[config.mk]
export PLATFORM = sky130hd
export DESIGN_NAME = alu_req_issuer
export DESIGN_NICKNAME = d
export VERILOG_FILES = /design/src/rtl/alu_req_issuer.sv
export SDC_FILE = /design/constraint.sdc
export NUM_CORES = 1
export LEC_CHECK = 0
export ABC_AREA = 1
export CAP_MARGIN = 40
export CORE_UTILIZATION = 40
export CTS_CLUSTER_SIZE = 25
export DETAILED_ROUTE_END_ITERATION = 8
export PLACE_DENSITY = 0.64
export SKIP_LAST_GASP = 1
export SLEW_MARGIN = 0
export SYNTH_ARGS = -nofsm -noshare
export SYNTH_HDL_FRONTEND = slang
export SYNTH_SLANG_ARGS = --single-unit
[constraint.sdc]
create_clock -name clk -period 3.2 [get_ports clk]
set_clock_uncertainty 0.15 [all_clocks]
set_input_delay 0.64 -clock clk [delete_from_list [all_inputs] [get_ports clk]]
set_output_delay 0.64 -clock clk [all_outputs]
set_load 0.01 [all_outputs]
[src/rtl/alu_req_issuer.sv]
// alu_req_issuer: queues ALU requests in a small FIFO and sequences them onto the ALU input pins,
// with optional split operand delivery and a minimum spacing between issue starts.
module alu_req_issuer #(
  parameter int WIDTH         = 8,
  parameter int DEPTH         = 4,
  parameter int ISSUE_SPACING = 3,
  parameter int GAP_MAX       = 14
) (
  input  logic                     clk,
  input  logic                     rst,
  input  logic                     req_valid,
  output logic                     req_ready,
  input  logic                     req_mode,
  input  logic [3:0]               req_cmd,
  input  logic [WIDTH-1:0]         req_opa,
  input  logic [WIDTH-1:0]         req_opb,
  input  logic                     req_cin,
  input  logic [1:0]               req_ops,
  input  logic                     req_split,
  input  logic [3:0]               req_gap,
  output logic [1:0]               inp_valid,
  output logic                     mode,
  output logic [3:0]               cmd,
  output logic                     ce,
  output logic [WIDTH-1:0]         opa,
  output logic [WIDTH-1:0]         opb,
  output logic                     cin,
  output logic                     issue_done,
  output logic                     busy,
  output logic [$clog2(DEPTH):0]   count
);
  localparam int AW = $clog2(DEPTH);
  localparam int CW = AW + 1;
  localparam int EW = $clog2(ISSUE_SPACING + 1);
  localparam int DW = 2 * WIDTH + 13;
  localparam logic [CW-1:0] FULL_C    = CW'(DEPTH);
  localparam logic [EW-1:0] SPACE_C   = EW'(ISSUE_SPACING);
  localparam logic [3:0]    GAP_MAX_C = 4'(GAP_MAX);

  typedef enum logic [2:0] {
    S_IDLE, S_ISSUE, S_ISSUE_A, S_GAP, S_ISSUE_B, S_SPACE
  } state_t;

  logic [DW-1:0]    r_mem [DEPTH];
  logic [AW-1:0]    r_wr_ptr, r_rd_ptr;
  logic [CW-1:0]    r_count;
  state_t           r_state, w_state_next;
  logic [EW-1:0]    r_elapsed;
  logic [3:0]       r_gap_left;
  logic [1:0]       r_iv, w_iv_next;
  logic             r_ce, r_done, r_mode, r_cin;
  logic [3:0]       r_cmd;
  logic [WIDTH-1:0] r_opa, r_opb;
  logic             w_push, w_pop, w_load, w_try;
  logic [DW-1:0]    w_head;
  logic             w_h_mode, w_h_cin, w_h_split;
  logic [3:0]       w_h_cmd, w_h_gap;
  logic [1:0]       w_h_ops;
  logic [WIDTH-1:0] w_h_opa, w_h_opb;

  assign req_ready = rst && (r_count < FULL_C);
  assign w_push    = req_valid && req_ready;
  assign w_head    = r_mem[r_rd_ptr];
  assign {w_h_mode, w_h_cmd, w_h_cin, w_h_ops, w_h_split, w_h_gap, w_h_opa, w_h_opb} = w_head;

  always_ff @(posedge clk) begin
    if (w_push)
      r_mem[r_wr_ptr] <= {req_mode, req_cmd, req_cin, req_ops, req_split, req_gap, req_opa, req_opb};
  end

  always_ff @(posedge clk or negedge rst) begin
    if (!rst) begin
      r_wr_ptr <= '0;
      r_rd_ptr <= '0;
      r_count  <= '0;
    end else begin
      if (w_push) r_wr_ptr <= r_wr_ptr + AW'(1);
      if (w_pop)  r_rd_ptr <= r_rd_ptr + AW'(1);
      case ({w_push, w_pop})
        2'b10:   r_count <= r_count + CW'(1);
        2'b01:   r_count <= r_count - CW'(1);
        default: r_count <= r_count;
      endcase
    end
  end

  always_ff @(posedge clk or negedge rst) begin
    if (!rst) r_state <= S_IDLE;
    else      r_state <= w_state_next;
  end

  // ISSUE, ISSUE_B and SPACE share one exit rule: once spacing is met, start the next request.
  always_comb begin
    w_state_next = r_state;
    w_pop        = 1'b0;
    w_load       = 1'b0;
    w_try        = 1'b0;
    case (r_state)
      S_IDLE:    w_try = 1'b1;
      S_ISSUE_A: w_state_next = (r_gap_left == 4'd0) ? S_ISSUE_B : S_GAP;
      S_GAP:     if (r_gap_left <= 4'd1) w_state_next = S_ISSUE_B;
      default: begin
        if (r_elapsed >= SPACE_C) w_try = 1'b1;
        else                      w_state_next = S_SPACE;
      end
    endcase
    if (w_try) begin
      w_state_next = S_IDLE;
      if (r_count != '0) begin
        w_pop = 1'b1;
        if (w_h_ops != 2'b00) begin
          w_load       = 1'b1;
          w_state_next = (w_h_ops == 2'b11 && w_h_split) ? S_ISSUE_A : S_ISSUE;
        end
      end
    end
  end

  always_comb begin
    w_iv_next = 2'b00;
    case (w_state_next)
      S_ISSUE:   w_iv_next = w_h_ops;
      S_ISSUE_A: w_iv_next = 2'b01;
      S_ISSUE_B: w_iv_next = 2'b10;
      default:   w_iv_next = 2'b00;
    endcase
  end

  // Pin values are registered from the next state so they line up with r_state.
  always_ff @(posedge clk or negedge rst) begin
    if (!rst) begin
      r_iv       <= 2'b00;
      r_ce       <= 1'b0;
      r_done     <= 1'b0;
      r_mode     <= 1'b0;
      r_cmd      <= 4'd0;
      r_opa      <= '0;
      r_opb      <= '0;
      r_cin      <= 1'b0;
      r_gap_left <= 4'd0;
      r_elapsed  <= SPACE_C;
    end else begin
      r_iv   <= w_iv_next;
      r_ce   <= (w_state_next != S_IDLE);
      r_done <= (w_state_next == S_ISSUE) || (w_state_next == S_ISSUE_B);
      if (w_load) begin
        r_mode     <= w_h_mode;
        r_cmd      <= w_h_cmd;
        r_opa      <= w_h_opa;
        r_opb      <= w_h_opb;
        r_cin      <= w_h_cin;
        r_gap_left <= (w_h_gap > GAP_MAX_C) ? GAP_MAX_C : w_h_gap;
        r_elapsed  <= EW'(1);
      end else begin
        if (r_elapsed < SPACE_C) r_elapsed <= r_elapsed + EW'(1);
        if (r_state == S_GAP)    r_gap_left <= r_gap_left - 4'd1;
      end
    end
  end

  assign inp_valid  = r_iv;
  assign ce         = r_ce;
  assign issue_done = r_done;
  assign mode       = r_mode;
  assign cmd        = r_cmd;
  assign opa        = r_opa;
  assign opb        = r_opb;
  assign cin        = r_cin;
  assign busy       = (r_state != S_IDLE);
  assign count      = r_count;
endmodule
; Word level (Yosys, flattened, before mapping)
; Memories as Yosys holds them, arrays and structs flattened.
; Index checks and enable logic that the tools add are counted.
[totals]
ff_bits = 42
ram_bits = 116
in_bits = 32
output_inout_bits = 31
elab_cells = 72
mem_count = 1
[mem_list]
columns = memory, depth, word_bits, read_ports, rd_clocked_by_memory_dff, write_ports, line_no
row1 = r_mem, 4, 29, 1, 0, 1, 44  ; logic [DW-1:0] r_mem [DEPTH];
[classes]
addsub = 6
magnitude_cmp = 5
eq_ne = 8
muxes = 24
reduce_logical = 14
[op_table]
columns = operator, n
row1 = two-way mux 3 bit, 4
row2 = two-way mux 4 bit, 3
row3 = two-way mux 2 bit, 5
row4 = == test 3 x 2 -> 1 bit (second input constant), 3
row5 = one-hot mux 3 bit (3 select lines), 1
row6 = nonzero test 3 bit, 3
row7 = two-way mux 1 bit, 8
row8 = nonzero test 2 bit, 4
row9 = adder 2 x 1 -> 2 bit (second input constant), 3
row10 = one-hot mux 2 bit (3 select lines), 1
row11 = one-hot mux 3 bit (2 select lines), 1
row12 = == test 2 bit (second input constant), 2
row13 = > comparator 4 bit (second input constant), 1
row14 = <= comparator 4 x 1 -> 1 bit (second input constant), 1
row15 = zero test 4 bit, 1
row16 = subtractor 4 x 1 -> 4 bit (second input constant), 1
row17 = adder 3 x 1 -> 3 bit (second input constant), 1
row18 = == test 3 x 1 -> 1 bit (second input constant), 1
row19 = == test 3 bit (second input constant), 1
row20 = logical AND 1 bit, 3
row21 = zero test 3 bit, 1
row22 = < comparator 3 bit (second input constant), 1
row23 = subtractor 3 x 1 -> 3 bit (second input constant), 1
row24 = == test 2 x 1 -> 1 bit (second input constant), 1
row25 = 5 further kinds, 5

; Depth between registers and ports, before layout
; Gate-level depths: netlist of run 1.
; An unclocked memory read counts as a cell.
[depth]
ltp_word = 9
mapped_depth = 11

; Least setup slack after synthesis of run 1
; Ideal clock, no wire load.
[synth_path]
kind = input to register
startpoint = input port rst
endpoint = memory r_mem[0][0] (netlist bit), enable pin
setup_ns = 0.415
t_arrival_ns = 2.343
path_slack_ns = 0.292
cell_stages = 4
path_buffers = 0
path_cell_list = inv_1 > nor2_1 > nand2_1 > nor2_1
[synth_via]
elab_chain_len = 4
[synth_rtl]
columns = item, line_no
row1 = from (decl), 10  ; input logic rst,
row2 = logical AND 1 bit, 61  ; assign req_ready = rst && (r_count < FULL_C);
row3 = net req_ready, 12  ; output logic req_ready,
row4 = logical AND 1 bit, 62  ; assign w_push = req_valid && req_ready;
row5 = two-way mux 1 bit, 67  ; if (w_push)
row6 = two-way mux 1 bit (not written as such), 68  ; r_mem[r_wr_ptr] <= {req_mode, req_cmd, req_cin, req_ops, req_split, req_gap, req_opa, req_opb};
row7 = to (decl), 44
; The timed path passes the listed nets, and every way through them passes these cells.

; Final worst setup path of run 1
[layout_path]
startpoint = register r_elapsed[0]
endpoint = register r_count[2], in the netlist count[2]
[layout_via]
elab_chain_len = 6
elab_cells_between_ends = 8
[layout_rtl]
columns = item, line_no
row1 = from (decl), 48  ; logic [EW-1:0] r_elapsed;
row2 = from (signal assigned), 155  ; if (r_elapsed < SPACE_C) r_elapsed <= r_elapsed + EW'(1);
row3 = >= comparator 2 bit (*), 103  ; if (r_elapsed >= SPACE_C) w_try = 1'b1;
row4 = two-way mux 1 bit (*), 103
row5 = one-hot mux 1 bit (2 select lines) (*), 98  ; case (r_state)
row6 = two-way mux 1 bit (*), 107  ; if (w_try) begin
row7 = net w_pop, 54  ; logic w_push, w_pop, w_load, w_try;
row8 = == test 2 x 1 -> 1 bit / == test 2 bit (equally long branches), 79  ; case ({w_push, w_pop})
row9 = one-hot mux 3 bit (2 select lines) / nonzero test 2 bit (equally long branches), -
row10 = to (signal assigned), 80  ; 2'b10: r_count <= r_count + CW'(1);
row11 = to (signal assigned), 81  ; 2'b01: r_count <= r_count - CW'(1);
row12 = to (signal assigned), 82  ; default: r_count <= r_count;
row13 = to (decl), 46  ; logic [CW-1:0] r_count;
; Mark *: on every way through the listed nets, which the timed path passes. The rest lies on a longest branch.
; A chain may end at the register's enable or synchronous reset.

==> results of run 1 <==
cell usage after synthesis, types with 2 or more instances:
library cell,count
sky130_fd_sc_hd__edfxtp_1,116
sky130_fd_sc_hd__nand2_1,105
sky130_fd_sc_hd__nor2_1,63
sky130_fd_sc_hd__o21ai_0,54
sky130_fd_sc_hd__dfrtp_1,40
sky130_fd_sc_hd__inv_1,29
sky130_fd_sc_hd__o22ai_1,23
sky130_fd_sc_hd__nand2_2,22
sky130_fd_sc_hd__nand3_1,15
sky130_fd_sc_hd__ha_1,9
sky130_fd_sc_hd__buf_2,8
sky130_fd_sc_hd__clkbuf_1,7
sky130_fd_sc_hd__o21ai_1,6
sky130_fd_sc_hd__xor2_1,6
sky130_fd_sc_hd__a21oi_1,4
sky130_fd_sc_hd__buf_4,3
sky130_fd_sc_hd__buf_12,2
sky130_fd_sc_hd__buf_6,2
sky130_fd_sc_hd__dfstp_2,2
sky130_fd_sc_hd__inv_2,2
sky130_fd_sc_hd__nand3_2,2
sky130_fd_sc_hd__nor3_1,2
sky130_fd_sc_hd__xnor2_1,2
power by group through the flow:
stage | clock (mW) | combinational, mW | sequential, mW
after floorplan | 0 | 1.89 | 2.90
after global placement | 0 | 2.72 | 2.84
after detailed placement | 0 | 2.81 | 2.85
after CTS | 2.05 | 2.83 | 2.81
after global routing | 2.14 | 3.15 | 2.85
final | 2.02 | 2.81 | 2.81
layer usage:
layer	vias to the layer above	global-route usage	wire length [um]
li1	1937	-	-
met3	17	0.0413	626
met2	104	0.276	6060
met4	0	0.0727	197
met5	-	0	0
met1	1963	0.224	5960
state kept, by name (all words and copies together), names as in the netlist, 2 cells and up:
signal and flops:
r_gap_left 4, r_wr_ptr 2, r_state 3, count 3, r_mem 116, r_rd_ptr 2, opb 8, cmd 4
opa 8, r_elapsed 2, inp_valid 2
through the flow:
stage               cell area [um^2]  setup WS [ps]  hold slack [ps]  total power [mW]
floorplan                       6380            292              194              4.79
global placement                7220            718              319              5.56
detailed placement              7220            660              314              5.67
CTS                             7820            637              229              7.70
global route                    7820            443              260              8.15
finish                          7820            656              241              7.64
cell type report:
type / count / area, um^2
clock inverters: 14 / 168
well taps: 211 / 264
fillers: 1302 / 7550
inverters: 31 / 116
multi-input cells: 317 / 1610
flip-flops and latches: 158 / 4540
repair buffers: 73 / 698
clock buffers: 18 / 429
worst paths after layout:
| path | startpoint | endpoint | slack (ps) | depth (start not counted) |
|---|---|---|---|---|
| max | r_elapsed[0] | count[2] | 660 | 11 |
| min | rst | cmd[3] | 240 | 2 |
| max reg2reg | r_elapsed[0] | count[2] | 660 | 11 |
| min reg2reg | cmd[3] | cmd[3] | 330 | 2 |
| max in group asynchronous | rst | r_rd_ptr[0] | 2240 | 2 |
| min in group clk | cmd[3] | cmd[3] | 330 | 2 |
cell families (layout without fill, tap and decap cells):
| family | Yosys count | after routing | share of synthesized area |
|---|---|---|---|
| adder cells (fa/ha/maj) | 10 | 10 | 0.0208 |
| AO/OA/AOI/OAI | 89 | 89 | 0.0765 |
| XOR/XNOR | 8 | 8 | 0.0110 |
| buffers and inverters | 53 | 136 | 0.0420 |
| AND/OR/NAND/NOR | 210 | 210 | 0.139 |
| flip-flops | 158 | 158 | 0.711 |
placed cells by master (no fill, tap or decap):
cell type / count
sky130_fd_sc_hd__inv_6: 2
sky130_fd_sc_hd__xor2_1: 6
sky130_fd_sc_hd__clkbuf_1: 1
sky130_fd_sc_hd__o21ai_0: 54
sky130_fd_sc_hd__edfxtp_1: 116
sky130_fd_sc_hd__nand3_2: 2
sky130_fd_sc_hd__clkdlybuf4s50_1: 61
sky130_fd_sc_hd__a21oi_1: 4
sky130_fd_sc_hd__inv_1: 29
sky130_fd_sc_hd__buf_2: 1
sky130_fd_sc_hd__fa_1: 1
sky130_fd_sc_hd__inv_2: 2
sky130_fd_sc_hd__dfrtp_1: 39
sky130_fd_sc_hd__a21oi_4: 1
sky130_fd_sc_hd__nand2_1: 105
sky130_fd_sc_hd__o211ai_1: 1
sky130_fd_sc_hd__dfrtp_2: 1
sky130_fd_sc_hd__ha_1: 9
sky130_fd_sc_hd__bufinv_16: 3
sky130_fd_sc_hd__dfstp_2: 2
sky130_fd_sc_hd__o21ai_1: 6
sky130_fd_sc_hd__nand2_4: 1
sky130_fd_sc_hd__nand2_2: 22
sky130_fd_sc_hd__buf_4: 11
sky130_fd_sc_hd__o22ai_1: 23
sky130_fd_sc_hd__clkinv_4: 3
sky130_fd_sc_hd__nand3_1: 15
sky130_fd_sc_hd__clkinvlp_4: 2
sky130_fd_sc_hd__nor3_1: 2
sky130_fd_sc_hd__clkinv_2: 3
sky130_fd_sc_hd__clkbuf_16: 17
sky130_fd_sc_hd__clkinv_1: 1
sky130_fd_sc_hd__nor2_4: 4
sky130_fd_sc_hd__xnor2_1: 2
sky130_fd_sc_hd__nor2_1: 59
==> summary.md, run 1 <==
| Metric | Value |
|---|---|
| Result of the run | `finished clean` |
| Startpoint types | `register` |
| Master cell of the clock root buffer | `sky130_fd_sc_hd__clkbuf_16` |
| Count of buffers from port buffering | `62` |
| Worst path top cell family by delay | `adder cells` |
| Pwr per Cell Area | `977 nW/um^2` |
| Syn Area/Cell | `12.1 um^2` |
| Post-synth net total | `570` |
| Maximum single-stage delay on the critical path | `540 ps` |
| Worst Setup Path Type | `reg -> reg` |
| Deepest level of the CTS H-tree | `4` |
| Pin count of the biggest net entering global routing | `49` |
| Core Rows | `45` |
| Maximum fanout along the worst path | `4` |
| Area Growth Syn to Fin | `22.6%` |
| Synth top area share | `0.546` |
| Net switching power | `2.76 mW` |
| Cell variety after synth | `27` |
| Via count of the first global-routing pass | `4112` |
| Worst endpoint data arrival time | `2690 ps` |
| Worst Setup End Kind | `register` |
| Hold Violations, Final | `0` |
| Top area cells in the synthesized netlist | `sky130_fd_sc_hd__edfxtp_1 55%, sky130_fd_sc_hd__dfrtp_1 16%, sky130_fd_sc_hd__nand2_1 6.2%` |
| Clock slew at reported path FFs | `60 ps` |
| Worst ir drop on vdd | `0.463 mV` |
| Die Y | `128 um` |
| Worst path slowest cell | `sky130_fd_sc_hd__dfstp_2` |
| Worst-Skew Late Latency | `420 ps` |
| Routability cong. | `0.777` |
| Cell chain of the critical path | `ha_1 -> inv_1 -> o21ai_1 -> nand3_2 -> inv_1 -> ha_1 -> inv_1 -> fa_1 -> a21oi_1 -> o21ai_0 -> xor2_1` |
| Worst-margin pin slew | `590 ps` |
| Dominant cell type by area after synthesis | `sky130_fd_sc_hd__edfxtp_1` |
| Kind of path behind the tightest hold check | `in -> async` |
| Longest Clk Path Bufs | `2` |
| Headroom to the max-slew limit | `0.607` |
| Width of the die | `128 um` |
| Part of the total power dissipated in the clock network | `0.264` |
| DP Wirelength | `7.75 mm` |
| Final setup TNS | `0 ps` |
| Diodes inserted | `0` |
| Share of cells above drive strength 1 | `0.126` |
| Max Cap Violations | `0` |
| Worst EP required | `3340 ps` |
| Initial antenna violation count | `0` |
| Final cell count without fillers | `822` |
| CP dominant cell by count | `sky130_fd_sc_hd__inv_1` |
| Peak clock frequency supported by timing | `393 MHz` |
| Post-route clock period utilization | `0.795` |
| Cell Count Post-Placement | `790` |
| Initial drt markers | `180` |
| Util after Layout | `0.509` |
| Setup repair after global routing missed its margin | `false` |
| Wire length of the first global-routing pass | `20.9 mm` |
| # hold bufs at CTS | `0` |
| Number of flops mapped to enable cells by yosys | `116` |
| Static power due to leakage | `3.03 nW` |
| Synthesized cell area | `6380 um^2` |
| Shortest period the worst path allows | `2540 ps` |
| Reg power frac | `0.368` |
| Post-detailed-routing wire length | `12.8 mm` |
| DRC violation count after routing | `0` |
| Post-synth ARST share | `0.266` |
| CORE AREA | `15400 um^2` |
| Number of vias per cell after detailed routing | `4.89` |
| Part of the Yosys area used for sequential elements | `0.711` |
| Antenna-violating nets left | `0` |
| Number of instances in the synthesized netlist | `528` |
| Global Route Usage Sum | `0.172` |
| Num Clock Sinks | `158` |
| Max-slew violation count | `0` |
| Buffers plus inverters on the worst setup path | `3` |
| Number of setup violations in the final report | `0` |
| Clock tree from TritonCTS | `built` |
| Number of warning messages in the yosys log | `0` |
| Initial Util | `0.415` |
| Total internal power | `4.88 mW` |
| Pre-Repair DR Iteration Count | `4` |
| Quantity of gates resized following cts | `0` |
| Most used flip-flop cell after synthesis | `sky130_fd_sc_hd__edfxtp_1` |
| Clock buffer count from CTS | `17` |
| Part of the power in combinational logic | `0.368` |
| IO Count | `63` |
| Via count of the routed design | `4021` |
| Post-CTS Setup Bufs | `0` |
| Area of the die | `16500 um^2` |
| Number of register bits inferred by synthesis | `158` |
| Switching Fraction | `0.361` |
| Congestion Overflow GR | `0` |
| Routed length per instance | `15.6 um` |
| Layout Nets | `640` |
(Power assumes the default switching activity.)
==> run 2: changes to the inputs <==
PLACE_DENSITY = 0.67   (was 0.64)
clock period = 2.18 ns   (was 3.2 ns; I/O delays follow)
==> run 2 against run 1 <==
  * Global-route usage is 0.050 points higher
  * Cell area is 2.2% higher
  * Worst setup slack worse by 590 ps
  * Sequential cell count stayed put
  * Total power is 50% higher
  * Core utilization is 1.1 points higher
  * Register-to-register slack worse by 590 ps
  * Sequential power is 47% higher
  * Critical path depth stayed put
  * Via count is 1.6% higher
  * Critical path type unchanged
==> summary.md, run 2 (same netlist as run 1, synthesis figures left out) <==
| Metric | Value |
|---|---|
| Result of the run | `finished clean (unchanged)` |
| R2r worst-path depth | `11 (unchanged)` |
| Die Y | `128 um (unchanged)` |
| Worst-margin pin slew | `590 ps (about the same)` |
| Via count of the routed design | `4085 (was 4021)` |
| Wire length of the first global-routing pass | `20.9 mm (about the same)` |
| Area taken by flip-flops and latches | `4540 um^2 (about the same)` |
| Diodes inserted | `0 (unchanged)` |
| Hold Violations, Final | `0 (unchanged)` |
| Post-route clock period utilization | `0.972 (was 0.795)` |
| Worst path slowest cell | `sky130_fd_sc_hd__dfstp_2 (unchanged)` |
| Highest-count cells in the layout ignoring fill and taps | `116 x sky130_fd_sc_hd__edfxtp_1, 105 x sky130_fd_sc_hd__nand2_1, 61 x sky130_fd_sc_hd__clkdlybuf4s50_1 (unchanged)` |
| Reg power frac | `0.360 (was 0.368)` |
| Initial drt markers | `360 (was 180)` |
| Kind of path behind the tightest hold check | `in -> async (unchanged)` |
| Worst path top cell family by delay | `adder cells (unchanged)` |
| Uppermost signal routing layer after detailed routing | `met4 (unchanged)` |
| Layout Nets | `651 (was 640)` |
| Layout fillers | `1294 (was 1302)` |
| Routed length on met1 | `5.86 mm (was 5.96 mm)` |
| Longest Clk Path Bufs | `2 (unchanged)` |
| Number of setup violations in the final report | `0 (unchanged)` |
| Cell Count Post-Placement | `798 (was 790)` |
| Pin count of the biggest net entering global routing | `43 (was 49)` |
| Global Route Usage Sum | `0.173 (was 0.172)` |
| DRC violation count after routing | `0 (unchanged)` |
| Worst hold margin | `6.74 ps (was 241 ps)` |
| Worst Setup End Kind | `register (unchanged)` |
| Pre-Repair DR Iteration Count | `4 (unchanged)` |
| Worst ir drop on vdd | `0.619 mV (was 0.463 mV)` |
| Count of buffers from port buffering | `62 (unchanged)` |
| Num Clock Sinks | `158 (unchanged)` |
| Wire length on met3 | `705 um (was 626 um)` |
| Setup repair after global routing missed its margin | `true (was false)` |
| Clock tree from TritonCTS | `built (unchanged)` |
| Commonest non-fill, non-tap cell in the layout | `sky130_fd_sc_hd__edfxtp_1 (unchanged)` |
| Congestion Overflow GR | `0 (unchanged)` |
| Pwr per Cell Area | `1440 nW/um^2 (was 977 nW/um^2)` |
| Setup WS pre-CTS | `-16.7 ps (was 660 ps)` |
| Clock slew at reported path FFs | `60 ps (about the same)` |
| Placed cell areas | `7380 um^2 (was 7220 um^2)` |
| Worst endpoint data arrival time | `2270 ps (was 2690 ps)` |
| Max-slew violation count | `0 (unchanged)` |
| Area of the die | `16500 um^2 (unchanged)` |
| Maximum single-stage delay on the critical path | `560 ps (was 540 ps)` |
| Static power due to leakage | `3.09 nW (was 3.03 nW)` |
| Part of the power in combinational logic | `0.393 (was 0.368)` |
| Worst-Skew Late Latency | `420 ps (about the same)` |
| Share of cells above drive strength 1 | `0.158 (was 0.126)` |
| Cell chain of the critical path | `ha_4 -> inv_2 -> o21ai_2 -> nand3_2 -> inv_2 -> ha_4 -> inv_2 -> fa_2 -> a21oi_2 -> o21ai_1 -> xor2_1 (was ha_1 -> inv_1 -> o21ai_1 -> nand3_2 -> inv_1 -> ha_1 -> inv_1 -> fa_1 -> a21oi_1 -> o21ai_0 -> xor2_1)` |
| Combined area of the multi-input logic cells | `1640 um^2 (was 1610 um^2)` |
| Final setup TNS | `0 ps (unchanged)` |
| Part of the total power dissipated in the clock network | `0.247 (was 0.264)` |
| Number of vias per cell after detailed routing | `4.90 (was 4.89)` |
| Initial antenna violation count | `0 (unchanged)` |
| Deepest level of the CTS H-tree | `4 (unchanged)` |
| Worst Setup Path Type | `reg -> reg (unchanged)` |
| Setup slack of the most critical reg-to-reg path | `60 ps (was 660 ps)` |
| Largest register by flop count | `r_mem (unchanged)` |
| Startpoint types | `register (unchanged)` |
| DP Wirelength | `7.84 mm (was 7.75 mm)` |
| Via count of the first global-routing pass | `3992 (was 4112)` |
| Launch point of the worst reg-to-reg path | `r_elapsed[1] (was r_elapsed[0])` |
| Flip-flop count of the largest register after layout | `116 (unchanged)` |
| Shortest period the worst path allows | `2120 ps (was 2540 ps)` |
| CORE AREA | `15400 um^2 (unchanged)` |
| Met2 wire length | `6.22 mm (was 6.06 mm)` |
| Setup ws final | `61.5 ps (was 656 ps)` |
| Total internal power | `7.36 mW (was 4.88 mW)` |
| Util after Layout | `0.520 (was 0.509)` |
| Routed length per instance | `15.6 um (about the same)` |
| Maximum fanout along the worst path | `3 (was 4)` |
| Buffers plus inverters on the worst setup path | `3 (unchanged)` |
| Net switching power | `4.13 mW (was 2.76 mW)` |
| Initial Util | `0.415 (unchanged)` |
| Clock buffer count from CTS | `17 (unchanged)` |
| Final cell count without fillers | `833 (was 822)` |
| IO Count | `63 (unchanged)` |
| Worst EP required | `2330 ps (was 3340 ps)` |
| # hold bufs at CTS | `0 (unchanged)` |
| Headroom to the max-slew limit | `0.607 (about the same)` |
| Antenna-violating nets left | `0 (unchanged)` |
| Routability cong. | `0.778 (was 0.777)` |
| Reg-to-reg critical path endpoint | `count[2] (unchanged)` |
| Width of the die | `128 um (unchanged)` |
| Switching Fraction | `0.359 (was 0.361)` |
| CP dominant cell by count | `sky130_fd_sc_hd__inv_2 (was sky130_fd_sc_hd__inv_1)` |
| Area Growth Syn to Fin | `25.3% (was 22.6%)` |
| Peak clock frequency supported by timing | `472 MHz (was 393 MHz)` |
| Max Cap Violations | `0 (unchanged)` |
| Post-detailed-routing wire length | `13.0 mm (was 12.8 mm)` |
| Core Rows | `45 (unchanged)` |
| Master cell of the clock root buffer | `sky130_fd_sc_hd__clkbuf_16 (unchanged)` |
| Overall power of the completed layout | `11.5 mW (was 7.64 mW)` |
| Fin area | `7990 um^2 (was 7820 um^2)` |
run 2: cell type report:
type                            instances  share of cell area
Sequential cell                       158               0.568
Multi-Input combinational cell        317               0.205
Timing Repair Buffer                   84               0.107
Clock buffer                           21              0.0589
Tap cell                              211              0.0330
Inverter                               31              0.0146
Clock inverter                         11              0.0133
run 2: layer usage:
layer / vias to the layer above / GRT usage
met5: - / 0
met4: 0 / 0.0671
met3: 16 / 0.0430
met2: 117 / 0.274
met1: 1980 / 0.228
li1: 1972 / -
run 2: power by group through the flow:
stage / clock network (mW) / logic, mW / registers, mW
CTS: 2.89 / 4.52 / 4.14
global placement: 0 / 4.33 / 4.16
detailed placement: 0 / 4.43 / 4.19
global route: 3.02 / 5.08 / 4.20
finish: 2.84 / 4.52 / 4.13
floorplan: 0 / 2.82 / 4.26
run 2: timing repair:
item                                    in CTS  in global routing
buffers inserted                             2                  1
endpoints found under the setup margin       1                  3
resized for setup                            3                  3
pin swaps                                    3                  3
run 2: worst max path at each step:
| stage | start | to | slack (ps) | cells past startpoint |
|---|---|---|---|---|
| floorplan | rst | r_mem[0][0] | -90 | 4 |
| global placement | r_elapsed[0] | count[2] | 40 | 11 |
| detailed placement | r_elapsed[0] | count[2] | -20 | 11 |
| CTS | r_elapsed[1] | count[2] | 0.8 | 11 |
| global route | r_elapsed[1] | count[2] | -30 | 11 |
| finish | r_elapsed[1] | count[2] | 60 | 11 |
run 2: worst register-to-register path: cells and delay by family (launching register included):
| kind | cells | cell delay [ps] |
|---|---|---|
| flip-flops | 1 | 560 |
| XOR/XNOR | 1 | 140 |
| AO/OA/AOI/OAI | 3 | 280 |
| AND/OR/NAND/NOR | 1 | 110 |
| adder cells (fa/ha/maj) | 3 | 600 |
| buffers and inverters | 3 | 160 |
==> run 3: changes to the inputs <==
CTS_CLUSTER_DIAMETER = 150   (was default)
PLACE_DENSITY = 0.64   (was 0.67)
clock period = 2.3 ns   (was 2.18 ns; I/O delays follow)
==> run 3 against run 2 <==
  * Global-route usage decreased by 0.32 points
  * Cell area decreased by 0.47%
  * Total power decreased by 5.5%
  * Clock power about the same
  * Die area unchanged
  * Register-to-register slack improved by 60 ps
  * Count of clock-buffer cells in the layout increased by 2
  * Critical endpoint unchanged
  * Largest power group unchanged
  * Highest routed layer unchanged
==> summary.md, run 3 (same netlist as run 1, synthesis figures left out) <==
| Metric | Value |
|---|---|
| Setup slack of the most critical reg-to-reg path | `130 ps (was 60 ps)` |
| Max Cap Violations | `0 (unchanged)` |
| Startpoint types | `register (unchanged)` |
| Setup WS pre-CTS | `34.5 ps (was -16.7 ps)` |
| Width of the die | `128 um (unchanged)` |
| R2r worst-path depth | `11 (unchanged)` |
| Worst-margin pin slew | `581 ps (was 590 ps)` |
| Max-slew violation count | `0 (unchanged)` |
| Worst EP required | `2460 ps (was 2330 ps)` |
| Wire length of the first global-routing pass | `20.4 mm (was 20.9 mm)` |
| Area of the die | `16500 um^2 (unchanged)` |
| DRC violation count after routing | `0 (unchanged)` |
| Pwr per Cell Area | `1370 nW/um^2 (was 1440 nW/um^2)` |
| Final setup TNS | `0 ps (unchanged)` |
| Area Growth Syn to Fin | `24.7% (was 25.3%)` |
| Switching Fraction | `0.352 (was 0.359)` |
| Commonest non-fill, non-tap cell in the layout | `sky130_fd_sc_hd__edfxtp_1 (unchanged)` |
| Static power due to leakage | `3.07 nW (was 3.09 nW)` |
| Headroom to the max-slew limit | `0.613 (was 0.607)` |
| Setup ws final | `125 ps (was 61.5 ps)` |
| Deepest level of the CTS H-tree | `4 (unchanged)` |
| Diodes inserted | `0 (unchanged)` |
| Longest Clk Path Bufs | `2 (unchanged)` |
| Part of the power in combinational logic | `0.379 (was 0.393)` |
| Post-route clock period utilization | `0.946 (was 0.972)` |
| Quantity of gates resized following cts | `0 (was 3)` |
| Routed length per instance | `15.4 um (was 15.6 um)` |
| Result of the run | `finished clean (unchanged)` |
| Total internal power | `7.04 mW (was 7.36 mW)` |
| Largest register by flop count | `r_mem (unchanged)` |
| Kind of path behind the tightest hold check | `in -> async (unchanged)` |
| Net switching power | `3.82 mW (was 4.13 mW)` |
| Initial drt markers | `224 (was 360)` |
| Initial Util | `0.415 (unchanged)` |
| Number of vias per cell after detailed routing | `4.86 (was 4.90)` |
| Highest-count cells in the layout ignoring fill and taps | `116 x sky130_fd_sc_hd__edfxtp_1, 105 x sky130_fd_sc_hd__nand2_1, 61 x sky130_fd_sc_hd__clkdlybuf4s50_1 (unchanged)` |
| Layout Nets | `646 (was 651)` |
| Via count of the first global-routing pass | `4017 (was 3992)` |
| Clock tree from TritonCTS | `built (unchanged)` |
| Peak clock frequency supported by timing | `460 MHz (was 472 MHz)` |
| Worst Setup End Kind | `register (unchanged)` |
| Worst Setup Path Type | `reg -> reg (unchanged)` |
| Via count of the routed design | `4021 (was 4085)` |
| Part of the total power dissipated in the clock network | `0.261 (was 0.247)` |
| Clock slew at reported path FFs | `60 ps (about the same)` |
| CORE AREA | `15400 um^2 (unchanged)` |
| Die Y | `128 um (unchanged)` |
| Antenna-violating nets left | `0 (unchanged)` |
| Core Rows | `45 (unchanged)` |
| Share of cells above drive strength 1 | `0.138 (was 0.158)` |
| Worst-Skew Late Latency | `420 ps (about the same)` |
| Congestion Overflow GR | `0 (unchanged)` |
| Maximum fanout along the worst path | `3 (unchanged)` |
| Reg power frac | `0.360 (about the same)` |
| # hold bufs at CTS | `0 (unchanged)` |
| Master cell of the clock root buffer | `sky130_fd_sc_hd__clkbuf_16 (unchanged)` |
| Number of setup violations in the final report | `0 (unchanged)` |
| Initial antenna violation count | `0 (unchanged)` |
| Routability cong. | `0.745 (was 0.778)` |
| Flip-flop count of the largest register after layout | `116 (unchanged)` |
| Setup repair after global routing missed its margin | `false (was true)` |
| Pre-Repair DR Iteration Count | `5 (was 4)` |
| IO Count | `63 (unchanged)` |
| DP Wirelength | `7.60 mm (was 7.84 mm)` |
| Worst ir drop on vdd | `0.672 mV (was 0.619 mV)` |
| Clock buffer count from CTS | `17 (unchanged)` |
| Pin count of the biggest net entering global routing | `54 (was 43)` |
| Post-CTS Setup Bufs | `0 (was 2)` |
| Post-detailed-routing wire length | `12.7 mm (was 13.0 mm)` |
| Util after Layout | `0.518 (was 0.520)` |
| Num Clock Sinks | `158 (unchanged)` |
| Count of buffers from port buffering | `62 (unchanged)` |
| Worst endpoint data arrival time | `2330 ps (was 2270 ps)` |
| Global Route Usage Sum | `0.169 (was 0.173)` |
| Shortest period the worst path allows | `2170 ps (was 2120 ps)` |
| Hold Violations, Final | `0 (unchanged)` |
## run 3: changes by cell type in the layout (fill, tap and decap cells not counted), moves of 2 or more
cell / before / now
sky130_fd_sc_hd__inv_6: 3 / 0
sky130_fd_sc_hd__clkbuf_1: 1 / 4
sky130_fd_sc_hd__bufinv_16: 1 / 3
sky130_fd_sc_hd__buf_4: 16 / 11
sky130_fd_sc_hd__inv_2: 5 / 3
sky130_fd_sc_hd__ha_4: 2 / 0
sky130_fd_sc_hd__inv_1: 26 / 28
## run 3: power groups by stage
stage | logic, mW | registers, mW | clock network, mW
floorplan | 2.65 | 4.03 | 0
finish | 4.12 | 3.91 | 2.83
global route | 4.64 | 3.97 | 2.98
CTS | 4.16 | 3.92 | 2.88
global placement | 4.03 | 3.95 | 0
detailed placement | 4.14 | 3.97 | 0
## run 3: routing by layer
layer  wire (um)  part of all wire  vias up  GRT usage
li1            -                 -     1959          -
met1        5800              0.46     1944      0.212
met2        6230              0.49      107      0.283
met3         566             0.044       11     0.0434
met4         141             0.011        0     0.0630
met5           0                 0        -          0
## run 3: final cells by class
cell class	instances	area [um^2]
Inverter	31	116
Timing Repair Buffer	79	818
Sequential cell	158	4540
Tap cell	211	264
Clock buffer	23	468
Fill cell	1291	7420
Multi-Input combinational cell	317	1610
Clock inverter	9	136
## run 3: final timing paths
| kind | start | to |
|---|---|---|
| min reg2reg | opb[6] | opb[6] |
| max reg2reg | r_elapsed[0] | count[2] |
| max in group asynchronous | rst | r_rd_ptr[0] |
| min in group clk | opb[6] | opb[6] |
| max | r_elapsed[0] | count[2] |
| min | rst | opb[5] |
## run 3: through the flow
step / cell area, um^2 / std cells / hold slack, ps / power [mW]
after global placement: 7350 / 796 / 314 / 7.98
final: 7960 / 828 / 33.9 / 10.9
after floorplan: 6390 / 528 / 14.4 / 6.68
after CTS: 7950 / 828 / 51.5 / 11.0
after detailed placement: 7350 / 796 / 320 / 8.11
after global routing: 7960 / 828 / 94.6 / 11.6
## run 3: critical path, stage by stage, from the launching register on
cell and delay (ps):
sky130_fd_sc_hd__dfstp_2 540, sky130_fd_sc_hd__ha_2 170, sky130_fd_sc_hd__inv_1 70, sky130_fd_sc_hd__o21ai_2 70, sky130_fd_sc_hd__nand3_2 100, sky130_fd_sc_hd__inv_2 70
sky130_fd_sc_hd__ha_1 130, sky130_fd_sc_hd__inv_1 60, sky130_fd_sc_hd__fa_2 340, sky130_fd_sc_hd__a21oi_1 140, sky130_fd_sc_hd__o21ai_1 90, sky130_fd_sc_hd__xor2_1 140
